<file path="src/rtl/vga_memory_scanner.sv">
// VGA 640x480@60 scanner: pixel timing from a 2:1 phase of clk, reads one memory
// word per 40x30 tile and shows its low 24 bits as the tile colour.
module vga_memory_scanner #(
    parameter int H_VISIBLE = 640,
    parameter int H_FRONT   = 16,
    parameter int H_SYNC    = 96,
    parameter int H_BACK    = 48,
    parameter int V_VISIBLE = 480,
    parameter int V_FRONT   = 10,
    parameter int V_SYNC    = 2,
    parameter int V_BACK    = 33,
    parameter int TILE_W    = 40,
    parameter int TILE_H    = 30
) (
    input  logic        clk,
    input  logic        reset,
    output logic [7:0]  addressForVga,
    input  logic [31:0] rdataForVga,
    output logic        hsync,
    output logic        vsync,
    output logic        blank_n,
    output logic [7:0]  red,
    output logic [7:0]  green,
    output logic [7:0]  blue,
    output logic        pix_en,
    output logic        frame_start
);

    localparam int H_TOTAL = H_VISIBLE + H_FRONT + H_SYNC + H_BACK;
    localparam int V_TOTAL = V_VISIBLE + V_FRONT + V_SYNC + V_BACK;
    localparam int HW  = $clog2(H_TOTAL);
    localparam int VW  = $clog2(V_TOTAL);
    localparam int TXW = $clog2(TILE_W + 1);
    localparam int TYW = $clog2(TILE_H + 1);

    localparam logic [HW-1:0]  H_LAST     = HW'(H_TOTAL - 1);
    localparam logic [HW-1:0]  H_VIS      = HW'(H_VISIBLE);
    localparam logic [HW-1:0]  H_VIS_LAST = HW'(H_VISIBLE - 1);
    localparam logic [HW-1:0]  HS_START   = HW'(H_VISIBLE + H_FRONT);
    localparam logic [HW-1:0]  HS_END     = HW'(H_VISIBLE + H_FRONT + H_SYNC);
    localparam logic [VW-1:0]  V_LAST     = VW'(V_TOTAL - 1);
    localparam logic [VW-1:0]  V_VIS      = VW'(V_VISIBLE);
    localparam logic [VW-1:0]  V_VIS_LAST = VW'(V_VISIBLE - 1);
    localparam logic [VW-1:0]  VS_START   = VW'(V_VISIBLE + V_FRONT);
    localparam logic [VW-1:0]  VS_END     = VW'(V_VISIBLE + V_FRONT + V_SYNC);
    localparam logic [TXW-1:0] TX_LAST    = TXW'(TILE_W - 1);
    localparam logic [TYW-1:0] TY_LAST    = TYW'(TILE_H - 1);

    logic           phase_q, phase_d;
    logic [HW-1:0]  hcnt_q, hcnt_d;
    logic [VW-1:0]  vcnt_q, vcnt_d;
    logic [TXW-1:0] tx_q, tx_d;
    logic [TYW-1:0] ty_q, ty_d;
    logic [3:0]     col_q, col_d;
    logic [3:0]     row_q, row_d;
    logic [7:0]     addr_q, addr_d;
    logic [7:0]     red_q, red_d;
    logic [7:0]     green_q, green_d;
    logic [7:0]     blue_q, blue_d;
    logic           blank_n_q, blank_n_d;
    logic           hsync_q, hsync_d;
    logic           vsync_q, vsync_d;
    logic           pix_en_q, pix_en_d;
    logic           frame_start_q, frame_start_d;
    logic           visible_s;
    logic           rdata_unused_s;

    assign visible_s      = (hcnt_q < H_VIS) && (vcnt_q < V_VIS);
    assign rdata_unused_s = ^rdataForVga[31:24];

    // Next-state: address on phase 0, video sample and counter advance on phase 1.
    always_comb begin
        phase_d       = ~phase_q;
        pix_en_d      = ~phase_q;
        frame_start_d = ~phase_q & (hcnt_q == '0) & (vcnt_q == '0);
        hcnt_d        = hcnt_q;
        vcnt_d        = vcnt_q;
        tx_d          = tx_q;
        ty_d          = ty_q;
        col_d         = col_q;
        row_d         = row_q;
        addr_d        = addr_q;
        red_d         = red_q;
        green_d       = green_q;
        blue_d        = blue_q;
        blank_n_d     = blank_n_q;
        hsync_d       = hsync_q;
        vsync_d       = vsync_q;
        if (!phase_q) begin
            addr_d = {row_q, col_q};
        end else begin
            blank_n_d = visible_s;
            red_d     = visible_s ? rdataForVga[23:16] : 8'h00;
            green_d   = visible_s ? rdataForVga[15:8]  : 8'h00;
            blue_d    = visible_s ? rdataForVga[7:0]   : 8'h00;
            hsync_d   = ~((hcnt_q >= HS_START) && (hcnt_q < HS_END));
            vsync_d   = ~((vcnt_q >= VS_START) && (vcnt_q < VS_END));
            if (hcnt_q == H_LAST) begin
                hcnt_d = '0;
                tx_d   = '0;
                col_d  = 4'h0;
                if (vcnt_q == V_LAST) begin
                    vcnt_d = '0;
                    ty_d   = '0;
                    row_d  = 4'h0;
                end else begin
                    vcnt_d = vcnt_q + VW'(1);
                    // Row stops on the last visible line so it holds 15 through vblank.
                    if (vcnt_q < V_VIS_LAST) begin
                        if (ty_q == TY_LAST) begin
                            ty_d  = '0;
                            row_d = row_q + 4'h1;
                        end else begin
                            ty_d  = ty_q + TYW'(1);
                        end
                    end else begin
                        ty_d = ty_q;
                    end
                end
            end else begin
                hcnt_d = hcnt_q + HW'(1);
                if (hcnt_q < H_VIS_LAST) begin
                    if (tx_q == TX_LAST) begin
                        tx_d  = '0;
                        col_d = col_q + 4'h1;
                    end else begin
                        tx_d  = tx_q + TXW'(1);
                    end
                end else begin
                    tx_d = tx_q;
                end
            end
        end
    end

    // State registers with synchronous reset to the start of a frame.
    always_ff @(posedge clk) begin
        if (reset) begin
            phase_q       <= 1'b0;
            hcnt_q        <= '0;
            vcnt_q        <= '0;
            tx_q          <= '0;
            ty_q          <= '0;
            col_q         <= 4'h0;
            row_q         <= 4'h0;
            addr_q        <= 8'h00;
            red_q         <= 8'h00;
            green_q       <= 8'h00;
            blue_q        <= 8'h00;
            blank_n_q     <= 1'b0;
            hsync_q       <= 1'b1;
            vsync_q       <= 1'b1;
            pix_en_q      <= 1'b0;
            frame_start_q <= 1'b0;
        end else begin
            phase_q       <= phase_d;
            hcnt_q        <= hcnt_d;
            vcnt_q        <= vcnt_d;
            tx_q          <= tx_d;
            ty_q          <= ty_d;
            col_q         <= col_d;
            row_q         <= row_d;
            addr_q        <= addr_d;
            red_q         <= red_d;
            green_q       <= green_d;
            blue_q        <= blue_d;
            blank_n_q     <= blank_n_d;
            hsync_q       <= hsync_d;
            vsync_q       <= vsync_d;
            pix_en_q      <= pix_en_d;
            frame_start_q <= frame_start_d;
        end
    end

    assign addressForVga = addr_q;
    assign red           = red_q;
    assign green         = green_q;
    assign blue          = blue_q;
    assign blank_n       = blank_n_q;
    assign hsync         = hsync_q;
    assign vsync         = vsync_q;
    assign pix_en        = pix_en_q;
    assign frame_start   = frame_start_q;

endmodule

</file>
<file path="config.mk">
export PLATFORM = sky130hd
export DESIGN_NAME = vga_memory_scanner
export DESIGN_NICKNAME = d
export VERILOG_FILES = /design/src/rtl/vga_memory_scanner.sv
export SDC_FILE = /design/constraint.sdc
export NUM_CORES = 1
export LEC_CHECK = 0
export CAP_MARGIN = 40
export CORE_MARGIN = 5
export CORE_UTILIZATION = 28
export CTS_CLUSTER_DIAMETER = 80
export DETAILED_ROUTE_END_ITERATION = 6
export PLACE_DENSITY = 0.59
export SETUP_SLACK_MARGIN = 0.2
export SLEW_MARGIN = 20
export SYNTH_ARGS = -nofsm -noshare
export SYNTH_HDL_FRONTEND = slang
export SYNTH_SLANG_ARGS = --single-unit
</file>
<file path="constraint.sdc">
create_clock -name clk -period 2.12 [get_ports clk]
set_clock_uncertainty 0.1 [all_clocks]
set_input_delay 0.636 -clock clk [delete_from_list [all_inputs] [get_ports clk]]
set_output_delay 0.636 -clock clk [all_outputs]
set_load 0.01 [all_outputs]
</file>
# ---- Yosys cells after proc, flatten, opt, wreduce, memory -nomap -nowiden
# Index checks and enable logic that the tools add are counted.
dict set report totals {
  register_bits 76
  out_inout_bits 37
  wordCells 69
}
dict set report op_classes {
  n_addsub 6
  n_lt_le_gt_ge 8
  eq_ne 4
  n_mux 17
  bitwise 5
  reduce_logical 14
}
# operator count
set ops {}
lappend ops {{less-than comparator 10 bit, second input constant} 3}
lappend ops {{less-than comparator 10 x 9 -> 1 bit, second input constant} 3}
lappend ops {{two-way mux 4 bit} 6}
lappend ops {{two-way mux 8 bit} 3}
lappend ops {{adder 10 x 1 -> 10 bit, second input constant} 2}
lappend ops {{== test 10 bit, second input constant} 2}
lappend ops {{logical NOT 10 bit} 2}
lappend ops {{two-way mux 10 bit} 2}
lappend ops {{two-way mux 6 bit} 3}
lappend ops {{two-way mux 5 bit} 3}
lappend ops {{>= comparator 10 bit, second input constant} 1}
lappend ops {{>= comparator 10 x 9 -> 1 bit, second input constant} 1}
lappend ops {{adder 4 x 1 -> 4 bit, second input constant} 2}
lappend ops {{nonzero test 2 bit} 4}
lappend ops {{adder 6 x 1 -> 6 bit, second input constant} 1}
lappend ops {{== test 6 bit, second input constant} 1}
lappend ops {{AND reduction 3 bit} 2}
lappend ops {{adder 5 x 1 -> 5 bit, second input constant} 1}
lappend ops {{== test 5 bit, second input constant} 1}
lappend ops {{AND reduction 2 bit} 2}
lappend ops {{AND reduction 4 bit} 1}
lappend ops {{logical AND 1 bit} 3}
lappend ops {{NOT 1 bit} 3}
lappend ops {{AND 1 bit} 2}

# ---- Logic depth before layout (Yosys ltp)
dict set report logic_depth {
  word_depth 4
  depth_mapped 7
}

# ---- Least setup slack after synthesis
# OpenSTA, ideal clock, no wires.
dict set report synth_timing {
  kind {register to register}
  start {register hcnt_q[0]}
  end {register vcnt_q[7]}
  arrival_ps 1606
  required_time_ps 1890
  slack_ps 284
  stages_incl_launch_ff 8
  n_path_buf 2
  synth_period_minus_slack_ps 1836
  cell_sequence {dfxtp_1 > ha_1 > and4b_2 > nand4_4 > buf_4 > buf_2 > o31ai_1 > a21oi_1}
}
dict set report synth_via {
  elab_chain_len 2
}
# item line_no
set synth_lines {}
lappend synth_lines {{from (decl)} 50} ;# logic [HW-1:0] hcnt_q, hcnt_d;
lappend synth_lines {{from (signal assigned)} 157} ;# hcnt_q <= hcnt_d;
lappend synth_lines {{== test 10 bit} 98} ;# if (hcnt_q == H_LAST) begin
lappend synth_lines {{AND reduction 2 bit (no source line)} -}
lappend synth_lines {{to (signal assigned)} 158} ;# vcnt_q <= vcnt_d;
lappend synth_lines {{to (decl)} 51} ;# logic [VW-1:0] vcnt_q, vcnt_d;
# No other way between the ends.
# A chain may end at the register's enable or synchronous reset.

# ---- Worst setup path after layout
dict set report layout_timing {
  start {register hcnt_q[1]}
  end {register col_q[3]}
}
dict set report layout_via {
  elab_chain_len 3
}
# item line_no
set layout_lines {}
lappend layout_lines {{less-than comparator 10 bit or == test 10 bit (tied branches)} {122, 98}}
lappend layout_lines {{nonzero test 2 bit (no source line)} -}
lappend layout_lines {{AND reduction 3 bit (no source line)} -}
lappend layout_lines {{to (signal assigned)} 161} ;# col_q <= col_d;
lappend layout_lines {{to (decl)} 54} ;# logic [3:0] col_q, col_d;
# Several ways; a longest one is shown, not always the timed one.

==> metrics.md <==
| Metric | Value |
|---|---|
| Status | finished clean |
| Final WS setup | about 0.24 ns |
| Pins over their slew limit | 0 |
| Hold Path Depth | 1 |
| Filler Cells Inserted | about 1.2k |
| Hold Startpoint | blank_n |
| PD cells | 706.4 nW/um^2 |
| Worst Setup SP | hcnt_q[1] |
| Seq/Total Area, Yosys | 0.4374 |
| Die Area | between 10000 and 15000 sq um |
| Post-synth ARST share | 0 |
| Die X | roughly 120 um |
| Worst hold path class | flip-flop to flip-flop |
| Root buf cell | clkbuf_16 |
| Mapped Avg Cell Area | around 9.5 sq um |
| Synthesized area | ~3500 sq um |
| Most frequent cells in the layout | dfxtp_1, buf_4, dlygate4sd2_1 |
| Final hold violation count | 0 |
| Antenna Violating Nets Remaining | 0 |
| Share of layout cells above drive strength 1 | 0.2102 |
| Crit path time final | 1.880 ns |
| Critical path's slowest cell | or4_1 |
| Worst Max-Slew Pin Slew | 0.4684 ns |
| Synth cell types | 58 |
| Number of vias per cell | 5.050 |
| R2r setup slk | between 0.2 and 0.25 ns |
| Leading cell type in the layout, fill and taps excluded | dfxtp_1 |
| Total of max-cap violations | 0 |
| Maximum number of pins on one net before global-route repair | 27 |
| Dpl ws | -0.05203 ns |
| Synth warn | 0 |
| Initial antenna violation count | 0 |
| H-tree levels | 3 |
| Hold Worst Slack | approximately 0.36 ns |
| Vias in the first global route | ~3.1k |
| CTS Buf Count | 9 |
| Num rows | 40 |
| Area of the core | between 10000 and 15000 sq um |
| Gate Count Post-Synth | between 300 and 400 |
| Final wirelength | between 9000 and 10000 um |
| Buffers on Ports | just over 60 |
| Reg2Reg Depth | 6 |
| Remaining Overflow, GRT | 0 |
| Fmax | between 500 and 600 MHz |
| Yosys reg bits | between 70 and 80 |
| Cell taking the most area after synthesis | dfxtp_1 |
| Syn nets | 411 |
| Drt wl/cell | around 15 um |
| Vias | between 3k and 4k |
| Starting Density | 0.2872 |
| Final period util | 0.8868 |
| Synth Flop Type | dfxtp_1 |
| Launching point of the worst reg2reg path | hcnt_q[1] |
| Max FO, Critical Path | 3 |
| WP data required | 2.28 ns |
| Design area | 4997 sq um |
| Setup crit end kind | flip-flop |
| Hold endpoint | blank_n |
| Detailed placement HPWL | approximately 6600 um |
| Leakage power | around 0.002 uW |
| Final setup fails | 0 |
| Global-route usage over all layers | 0.1284 |
| Register area | ~1500 sq um |
| Crit-path cells | ha_4 > and4b_2 > buf_4 > a311o_1 > or4_1 > o211ai_1 |
| Fin util | 0.4126 |
| DRT Pass-1 Iters | 4 |
| CTS tree | done |
| Post-synth EDFFs | 0 |
| Fin nets | slightly above 500 |
| Worst setup SP type | flip-flop |
| Largest cells by area after synthesis | dfxtp_1, a22o_1, nand3_1 |
| Max IR drop VDD | 0.2764 mV |
| RSZ-0062 raised after global routing | yes |
| Area Overhead vs Synth | 43.67% |
| CTS sink cnt | 76 |
| Area of the multi-input gates | around 1900 sq um |
| Max incr delay on CP | around 0.4 ns |
| Post-route DRC | 0 |
| IO Pins | 71 |
| Layout Cells excl Fill | around 640 |
| Max-slew headroom | 0.6856 |
| Initial DRC Count | ~170 |
| Cells after DPL | between 600 and 700 |
| Placed inst area | around 4500 sq um |
| First-pass GRT wire length | around 15000 um |
| CTS Buffer Depth | 2 |
| Critical R2R Capture | col_q[3] |
| Data arrival, critical path | around 2.0 ns |
| Die Y | about 120 um |
| Antenna diodes | 0 |
| Synth top area share | 0.4374 |
| Clock slew seen by the registers of the worst setup and hold paths | roughly 0.060 ns |
| Setup CP Type | flip-flop to flip-flop |
| Worst skew pair latency | 0.34 ns |
| Placer Congestion | a little over 0.8 |
==> worst max-delay path by stage <==
stage,end,slack [ns],cells past startpoint
global placement,green[4],-0.04,5
detailed placement,green[4],-0.05,5
floorplan,vcnt_q[7],0.28,7
global route,ty_q[4],0.13,6
CTS,vcnt_q[5],0.17,6
finish,col_q[3],0.24,6
==> stage by stage <==
step / TNS, ns / power [uW]
global placement: -0.8277 / 1878
detailed placement: -0.8990 / 1883
CTS: 0 / 3575
finish: 0 / 3530
floorplan: 0 / 1690
global route: 0 / 3665
==> sequential cells by signal, indices dropped and copies added, names as in the netlist <==
signal and count:
addressForVga 8, blank_n 1, blue 8, col_q 4, frame_start 1, green 8, hcnt_q 10, hsync 1
pix_en 1, red 8, row_q 4, tx_q 6, ty_q 5, vcnt_q 10, vsync 1
==> metal layers <==
metal / track usage / vias up / wire length (um)
met5: 0 / - / 0
met4: 0.05252 / 0 / 179
met3: 0.03357 / 13 / 262
met2: 0.2135 / 46 / 4819
met1: 0.1570 / 1572 / 4248
li1: - / 1596 / -
==> what timing repair did <==
item	CTS	global route
gates resized for setup	45	25
setup endpoints to repair	62	53
gates cloned	1	1
pin swaps	4	18
hold buffers	0	0
setup buffers	3	9
==> synthesized netlist by cell type (4+ instances only) <==
library cell and count:
o21ai_0 12, a22o_1 24, ha_1 9, nor3_1 4, or4_1 11, and3_1 6, nand3_1 26, clkbuf_1 5
buf_2 11, buf_4 4, or3_1 11, o211ai_1 7, dfxtp_1 76, nand4_1 8, nor2_1 25, nand2_1 21
xnor2_1 4, a31oi_1 7, o31ai_1 5, a21oi_1 22, and4_1 5, inv_1 10, mux2i_1 8, xor2_1 4
==> critical path, delay by kind of cell (launching register included) <==
| kind | cells | cell delay (ns) |
|---|---|---|
| fa+ha+maj | 1 | 0.16 |
| simple gates | 2 | 0.67 |
| compound gates | 2 | 0.38 |
| buf+inv | 1 | 0.16 |
| flops | 1 | 0.33 |
==> cell type report <==
class	instances	share of cell area
clock buffer	11	0.05058
clock inverter	5	0.01652
inverter	12	0.009014
multi-input combinational	259	0.3821
sequential	76	0.3065
tap	168	0.04206
timing repair buffer	108	0.1933
==> where the power goes <==
| group | total (uW) | switching, uW | leakage, uW | internal (uW) |
|---|---|---|---|---|
| sequential | 1520 | 37.2 | 0.000622 | 1480 |
| clock | 1700 | 600 | 0.000166 | 1100 |
| combinational | 310 | 142 | 0.00124 | 168 |
==> logic make-up (layout without fill, tap and decap cells) <==
group / count (synthesis) / count (layout) / synth area share
flip-flops: 76 / 76 / 0.4374
AND/OR/NAND/NOR: 138 / 139 / 0.2450
buffers and inverters: 34 / 136 / 0.04712
AO/OA/AOI/OAI: 95 / 95 / 0.1950
adder cells (fa/ha/maj): 9 / 9 / 0.03237
multiplexers: 8 / 8 / 0.02302
XOR/XNOR: 8 / 8 / 0.02014
(Power assumes the default switching activity.)
